<file path="config.mk">
export PLATFORM = sky130hd
export DESIGN_NAME = conv_mul_acc_pipe
export DESIGN_NICKNAME = d
export VERILOG_FILES = /design/src/rtl/conv_mul_acc_pipe.sv
export SDC_FILE = /design/constraint.sdc
export NUM_CORES = 1
export LEC_CHECK = 0
export ABC_AREA = 0
export BUFFER_PORTS_ARGS = -buffer_cell sky130_fd_sc_hd__buf_2
export CORE_ASPECT_RATIO = 0.6
export CORE_UTILIZATION = 23
export DETAILED_ROUTE_END_ITERATION = 8
export PLACE_DENSITY = 0.36
export SYNTH_ARGS = -nofsm -noshare
export SYNTH_HDL_FRONTEND = slang
export SYNTH_SLANG_ARGS = --single-unit
</file>
<file path="constraint.sdc">
create_clock -name ap_clk -period 3.55 [get_ports ap_clk]
set_input_delay 0.8875 -clock ap_clk [delete_from_list [all_inputs] [get_ports ap_clk]]
set_output_delay 0.8875 -clock ap_clk [all_outputs]
set_load 0.05 [all_outputs]
</file>
<file path="src/rtl/conv_mul_acc_pipe.sv">
// conv_mul_acc_pipe: pipelined signed multiply-accumulate with first/last framing.
//   Product of din0*din1 rides NUM_STAGE tag registers, then feeds an ACC_WIDTH
//   accumulator with a sticky overflow flag and a saturating beat counter. A
//   registered result stage presents dout/beat_cnt/ovf one edge after a last beat
//   is accumulated, so latency from acceptance to out_valid is NUM_STAGE+1.
//   Optional feature macro: CONV_MUL_ACC_SAT_EN (clamp instead of wrap on overflow).
module conv_mul_acc_pipe #(
    parameter int DIN0_WIDTH = 8,
    parameter int DIN1_WIDTH = 16,
    parameter int ACC_WIDTH  = 32,
    parameter int NUM_STAGE  = 3,
    parameter int CNT_WIDTH  = 16
) (
    input  logic                         ap_clk,
    input  logic                         ap_rst_n,
    input  logic                         ce,
    input  logic                         in_valid,
    input  logic signed [DIN0_WIDTH-1:0] din0,
    input  logic signed [DIN1_WIDTH-1:0] din1,
    input  logic                         first,
    input  logic                         last,
    output logic                         out_valid,
    output logic signed [ACC_WIDTH-1:0]  dout,
    output logic        [CNT_WIDTH-1:0]  beat_cnt,
    output logic                         ovf
);

    localparam int PW = DIN0_WIDTH + DIN1_WIDTH;

    localparam logic signed [ACC_WIDTH-1:0] ACC_MAX = {1'b0, {(ACC_WIDTH-1){1'b1}}};
    localparam logic signed [ACC_WIDTH-1:0] ACC_MIN = {1'b1, {(ACC_WIDTH-1){1'b0}}};

    // One pipeline slot: the product plus its framing tags.
    typedef struct packed {
        logic                 vld;
        logic                 first;
        logic                 last;
        logic signed [PW-1:0] prod;
    } tag_t;

    tag_t                        stg_in;
    tag_t                        stg_q [NUM_STAGE];
    tag_t                        acc_in;

    logic signed [ACC_WIDTH-1:0] acc_q;
    logic        [CNT_WIDTH-1:0] cnt_q;
    logic                        ovf_st;
    logic                        res_pend;

    logic signed [ACC_WIDTH-1:0] prod_ext;
    logic signed [ACC_WIDTH-1:0] sum;
    logic                        add_ovf;
    logic signed [ACC_WIDTH-1:0] acc_nxt;
    logic        [CNT_WIDTH-1:0] cnt_nxt;

    // Full-precision product of the incoming beat, tagged for the pipeline.
    always_comb begin
        stg_in       = '0;
        stg_in.vld   = in_valid;
        stg_in.first = first;
        stg_in.last  = last;
        stg_in.prod  = din0 * din1;
    end

    // Multiplier pipeline: every slot shifts together when ce is high.
    always_ff @(posedge ap_clk or negedge ap_rst_n) begin
        if (!ap_rst_n) begin
            for (int i = 0; i < NUM_STAGE; i++) stg_q[i] <= '0;
        end else if (ce) begin
            stg_q[0] <= stg_in;
            for (int i = 1; i < NUM_STAGE; i++) stg_q[i] <= stg_q[i-1];
        end
    end

    assign acc_in = stg_q[NUM_STAGE-1];

    // Sign-extended add with two's-complement overflow detection and
    // optional clamping; the counter sticks at its maximum.
    always_comb begin
        prod_ext = ACC_WIDTH'($signed(acc_in.prod));
        sum      = acc_q + prod_ext;
        add_ovf  = (acc_q[ACC_WIDTH-1] == prod_ext[ACC_WIDTH-1]) &&
                   (sum[ACC_WIDTH-1]   != acc_q[ACC_WIDTH-1]);
        acc_nxt  = sum;
`ifdef CONV_MUL_ACC_SAT_EN
        if (add_ovf) acc_nxt = acc_q[ACC_WIDTH-1] ? ACC_MIN : ACC_MAX;
`endif
        cnt_nxt  = (&cnt_q) ? cnt_q : cnt_q + CNT_WIDTH'(1);
    end

    // Accumulator: first restarts, bubbles leave state alone, last flags a result.
    always_ff @(posedge ap_clk or negedge ap_rst_n) begin
        if (!ap_rst_n) begin
            acc_q    <= '0;
            cnt_q    <= '0;
            ovf_st   <= 1'b0;
            res_pend <= 1'b0;
        end else if (ce) begin
            res_pend <= acc_in.vld & acc_in.last;
            if (acc_in.vld) begin
                if (acc_in.first) begin
                    acc_q  <= prod_ext;
                    cnt_q  <= CNT_WIDTH'(1);
                    ovf_st <= 1'b0;
                end else begin
                    acc_q  <= acc_nxt;
                    cnt_q  <= cnt_nxt;
                    ovf_st <= ovf_st | add_ovf;
                end
            end
        end
    end

    // Result stage: pulses out_valid and holds the last result otherwise.
    always_ff @(posedge ap_clk or negedge ap_rst_n) begin
        if (!ap_rst_n) begin
            out_valid <= 1'b0;
            dout      <= '0;
            beat_cnt  <= '0;
            ovf       <= 1'b0;
        end else if (ce) begin
            out_valid <= res_pend;
            if (res_pend) begin
                dout     <= acc_q;
                beat_cnt <= cnt_q;
                ovf      <= ovf_st;
            end
        end
    end

    // Min limit is only referenced when clamping is compiled in.
    logic unused_min;
    assign unused_min = ^ACC_MIN;

endmodule

</file>
==> results.txt <==
The average detailed-routed wire length per instance is 15.8 um. At the end of the flow, the number of nets in the layout was between 1,500 and 2,000. The highest clock rate came out at 202 MHz. The placeable core region came out at approximately 0.057 mm^2. In the post-synthesis netlist, the biggest area contributors are sky130_fd_sc_hd__dfrtp_1, sky130_fd_sc_hd__fa_1, sky130_fd_sc_hd__mux2_2. The number of antenna violations at the first check in global routing came out at 0. The number of DRC markers after the initial detailed-route iteration is between 400 and 500. Max-cap violations in this run came to 0. The power after layout came out at approximately 16 mW.

The number of inserted diodes is 0. The first global-routing pass estimated 59,500 um of wire. Of the post-synthesis cell area, the dominant cell type holds 34.0%. The routed wire length came out at 35,600 um. Summing every instance area after synthesis gives approximately 0.013 mm^2. The clock insertion delay at the later pin of the skew report came out at 450 ps.

Once detail routing completed, the nets flagged for antenna violations numbered 0. The die outline area is 0.0590 mm^2. The leakage power figure came out at between 7 and 8 nW. The number of vias per cell is 4.26.

Setup violations remaining at the end of the flow were counted as 18. The post-layout worst setup margin came out at -1410 ps. The floorplan has 67 rows.

The worst setup path is captured at a register. Synthesis produced a netlist with a net count of 1,499. After layout, the minimum clock period comes to 4960 ps. Prior to clock tree synthesis, the placed netlist has a worst setup slack of -2160 ps. Clock-pin slew was measured on the worst setup and hold paths at 70 ps.

The count of clock tree sinks came out at 181. The number of max-slew violations in the final report came out at 0. TritonCTS built the clock tree. The path type of the worst min-delay path is input pin to async pin. The maximum number of pins on one net before global-route repair is between 60 and 70.

The gate count of the mapped netlist is 1,288. The number of global-route vias before repair was 10,300. The post-route standard cell area excluding fillers is about 0.017 mm^2. The period utilization is 140%.

The tree is rooted in a sky130_fd_sc_hd__clkbuf_16. The count of buffers added on input and output ports is 79. Data on the critical path arrives at its endpoint at approximately 5300 ps.

For this design the top-level I/O count stands at 80. The total cell area at the placement stage is 0.0157 mm^2. The detailed placement HPWL came out at 28,100 um.

The aggregate global-route resource usage came out at 12.9%. The die height came out at 188 um. The required time of the worst setup path came out at 3890 ps.

The total clock buffers created by CTS came out at 17. Setup repair after global routing could not meet its margin everywhere. Clock skew on the completed layout was measured at 9.21 ps. The final reports fail on setup timing. The die width is 313 um. At the end of routability-driven placement, the weighted congestion stood at 0.796.

Among all flip-flop cells after synthesis, the most frequent one is sky130_fd_sc_hd__dfrtp_1. The share of synthesized flip-flops with an asynchronous set or reset came out at 100%. The largest driver fanout on the critical path is 5. From synthesis to final layout, the design area changed by 27.3%. The initial core utilization came out at 23.6%. Summed over all instances, the cell type with the most area after synthesis is sky130_fd_sc_hd__dfrtp_1.

The number of flops mapped to enable cells by yosys is 0. The register area share after synthesis came out at 34.0%. The count of different cell masters after synthesis came out at 70. The count of H-tree levels built during CTS came out at 4. The first-pass iteration count of the detailed router came out at 4.

The run finished, with violations left. The count of endpoints failing hold in the final timing report is 0. The fraction of layout instances using a drive strength above 1 is between 30% and 40%. The global route total overflow came out at 0. The total vias in the final route came out at 9,565. The final hold slack is 426 ps. The synthesized design contains about 180 register bits.

The headroom to the max-slew limit is 48.6%. For this run, design rule violations remaining after detail routing come to 0. The worst vdd rail ir drop came out at around 0.46 mV. The power density over the cells is between 900 and 1000 mW/mm^2. For the final routed database, the setup TNS stands at -18,830 ps.

The count of warnings emitted by yosys came out at 0. Each instance of the synthesized netlist takes up on average 10.3 um^2. The slew at the pin closest to its max-slew limit is 771 ps.

Counting along the longest clock path gives a buffer depth of 2. The worst setup path is launched from an input pin. The worst setup path is of the input pin to register kind.
==> synth_stat cells, drive strengths merged, types with 2 or more instances <==
library cell	n
clkbuf	29
inv	170
xnor2	27
a21oi	52
fa	104
mux2i	11
o22ai	4
nor2	58
buf	11
and3	12
o311ai	2
nand2	89
o211ai	9
a311oi	3
o21ai	51
mux2	120
a21boi	3
a31o	3
nor2b	12
ha	77
or3	12
o21bai	5
xor2	28
nand3	13
o22a	2
nand2b	12
nor3	15
nand4	5
o21a	12
o31ai	5
a211oi	7
dfrtp	181
o2111ai	2
a21o	22
or2	7
a31oi	6
and2	90
==> final cells by class <==
cell class,instances,area [um^2]
clock buffer,19,443
clock inverter,13,126
fill,5931,39500
inverter,170,644
multi-input combinational,897,8650
sequential,181,4530
tap,759,950
timing repair buffer,206,1630
==> flip-flops by register name (all words and copies together) (netlist names) <==
| signal | count |
|---|---|
| cnt_q | 16 |
| acc_q | 32 |
| ovf_st | 1 |
| ovf | 1 |
| res_pend | 1 |
| acc_in | 27 |
| dout | 32 |
| beat_cnt | 16 |
| out_valid | 1 |
| stg_q | 54 |
==> critical path, cell delays in order <==
cell and delay (ps):
sky130_fd_sc_hd__buf_12 80, sky130_fd_sc_hd__clkinvlp_4 110, sky130_fd_sc_hd__buf_12 160, sky130_fd_sc_hd__nor2_4 90, sky130_fd_sc_hd__fa_1 450, sky130_fd_sc_hd__fa_1 460, sky130_fd_sc_hd__fa_1 510, sky130_fd_sc_hd__inv_2 40
sky130_fd_sc_hd__fa_1 510, sky130_fd_sc_hd__inv_2 50, sky130_fd_sc_hd__ha_4 230, sky130_fd_sc_hd__buf_4 140, sky130_fd_sc_hd__buf_6 100, sky130_fd_sc_hd__buf_6 100, sky130_fd_sc_hd__a21boi_4 140, sky130_fd_sc_hd__o21ai_4 230
sky130_fd_sc_hd__a211oi_2 120, sky130_fd_sc_hd__o41a_1 390, sky130_fd_sc_hd__a21oi_2 160, sky130_fd_sc_hd__xnor2_1 70, sky130_fd_sc_hd__mux2_4 250
==> cell families after synthesis <==
kind of cell               share of synthesized area (%)
AOI/OAI and AO/OA                                   9.57
DFF                                                 34.0
xor gates and xnor gates                            3.61
and+or+nand+nor                                     13.0
muxes                                               11.0
adders and majority gates                           22.8
buffers and inverters                               5.98
==> worst paths after layout <==
kind                            from   endpoint  slack [ps]  cells past startpoint
max                          din0[7]  stg_q[76]       -1410                     21
min                         ap_rst_n  stg_q[68]         430                      1
max reg2reg                acc_in[1]  acc_q[19]         580                     10
min reg2reg                stg_q[28]  acc_in[1]         470                      2
max in group asynchronous   ap_rst_n  stg_q[78]        2380                      2
min in group ap_clk        stg_q[28]  acc_in[1]         470                      2
==> layer usage <==
layer / part of all wire [%] / track usage [%] / vias up
li1: - / - / 4656
met1: 58 / 20.8 / 4784
met2: 38 / 17.4 / 106
met3: 3.0 / 2.38 / 19
met4: 0.69 / 2.27 / 0
met5: 0 / 0 / -
==> cells in the final DEF, fill, tap and decap left out, drive strengths merged, types with 6 or more instances in the layout <==
master  Yosys  final
o211ai      9      9
dfrtp     181    181
nand3      13     13
inv       170    171
nor2       58     58
a211oi      7      7
mux2i      11     11
or2         7      7
o21ai      51     51
nand2b     12     12
xnor2      27     27
o21a       12     12
clkinv      0      7
buf        11    205
nand2      89     89
a31oi       6      6
a21oi      52     52
a21o       22     22
nor3       15     15
xor2       28     28
ha         77     77
and3       12     12
clkbuf     29     20
mux2      120    120
nor2b      12     12
or3        12     12
and2       90     90
fa        104    104
==> per-stage QoR <==
step / util [%] / std cells
finish: 30.0 / 2245
global route: 30.0 / 2245
CTS: 29.8 / 2241
detailed placement: 27.7 / 2197
global placement: 27.7 / 2197
floorplan: - / 1288
==> timing repair <==
| action | 4_1_cts | 5_1_grt |
|---|---|---|
| pin swaps | 70 | 30 |
| buffers inserted | 15 | 6 |
| resized for setup | 123 | 27 |
| hold buffers | 0 | 0 |
| setup endpoints to repair | 19 | 18 |
==> power by group <==
group / switching (mW) / leakage, nW / internal, mW / total [mW]
Clock: 0.900 / 0.271 / 0.995 / 1.89
Sequential: 0.610 / 2.23 / 2.89 / 3.50
Combinational: 5.61 / 5.44 / 4.94 / 10.5
No activity file was read; power rests on OpenSTA's default activity.
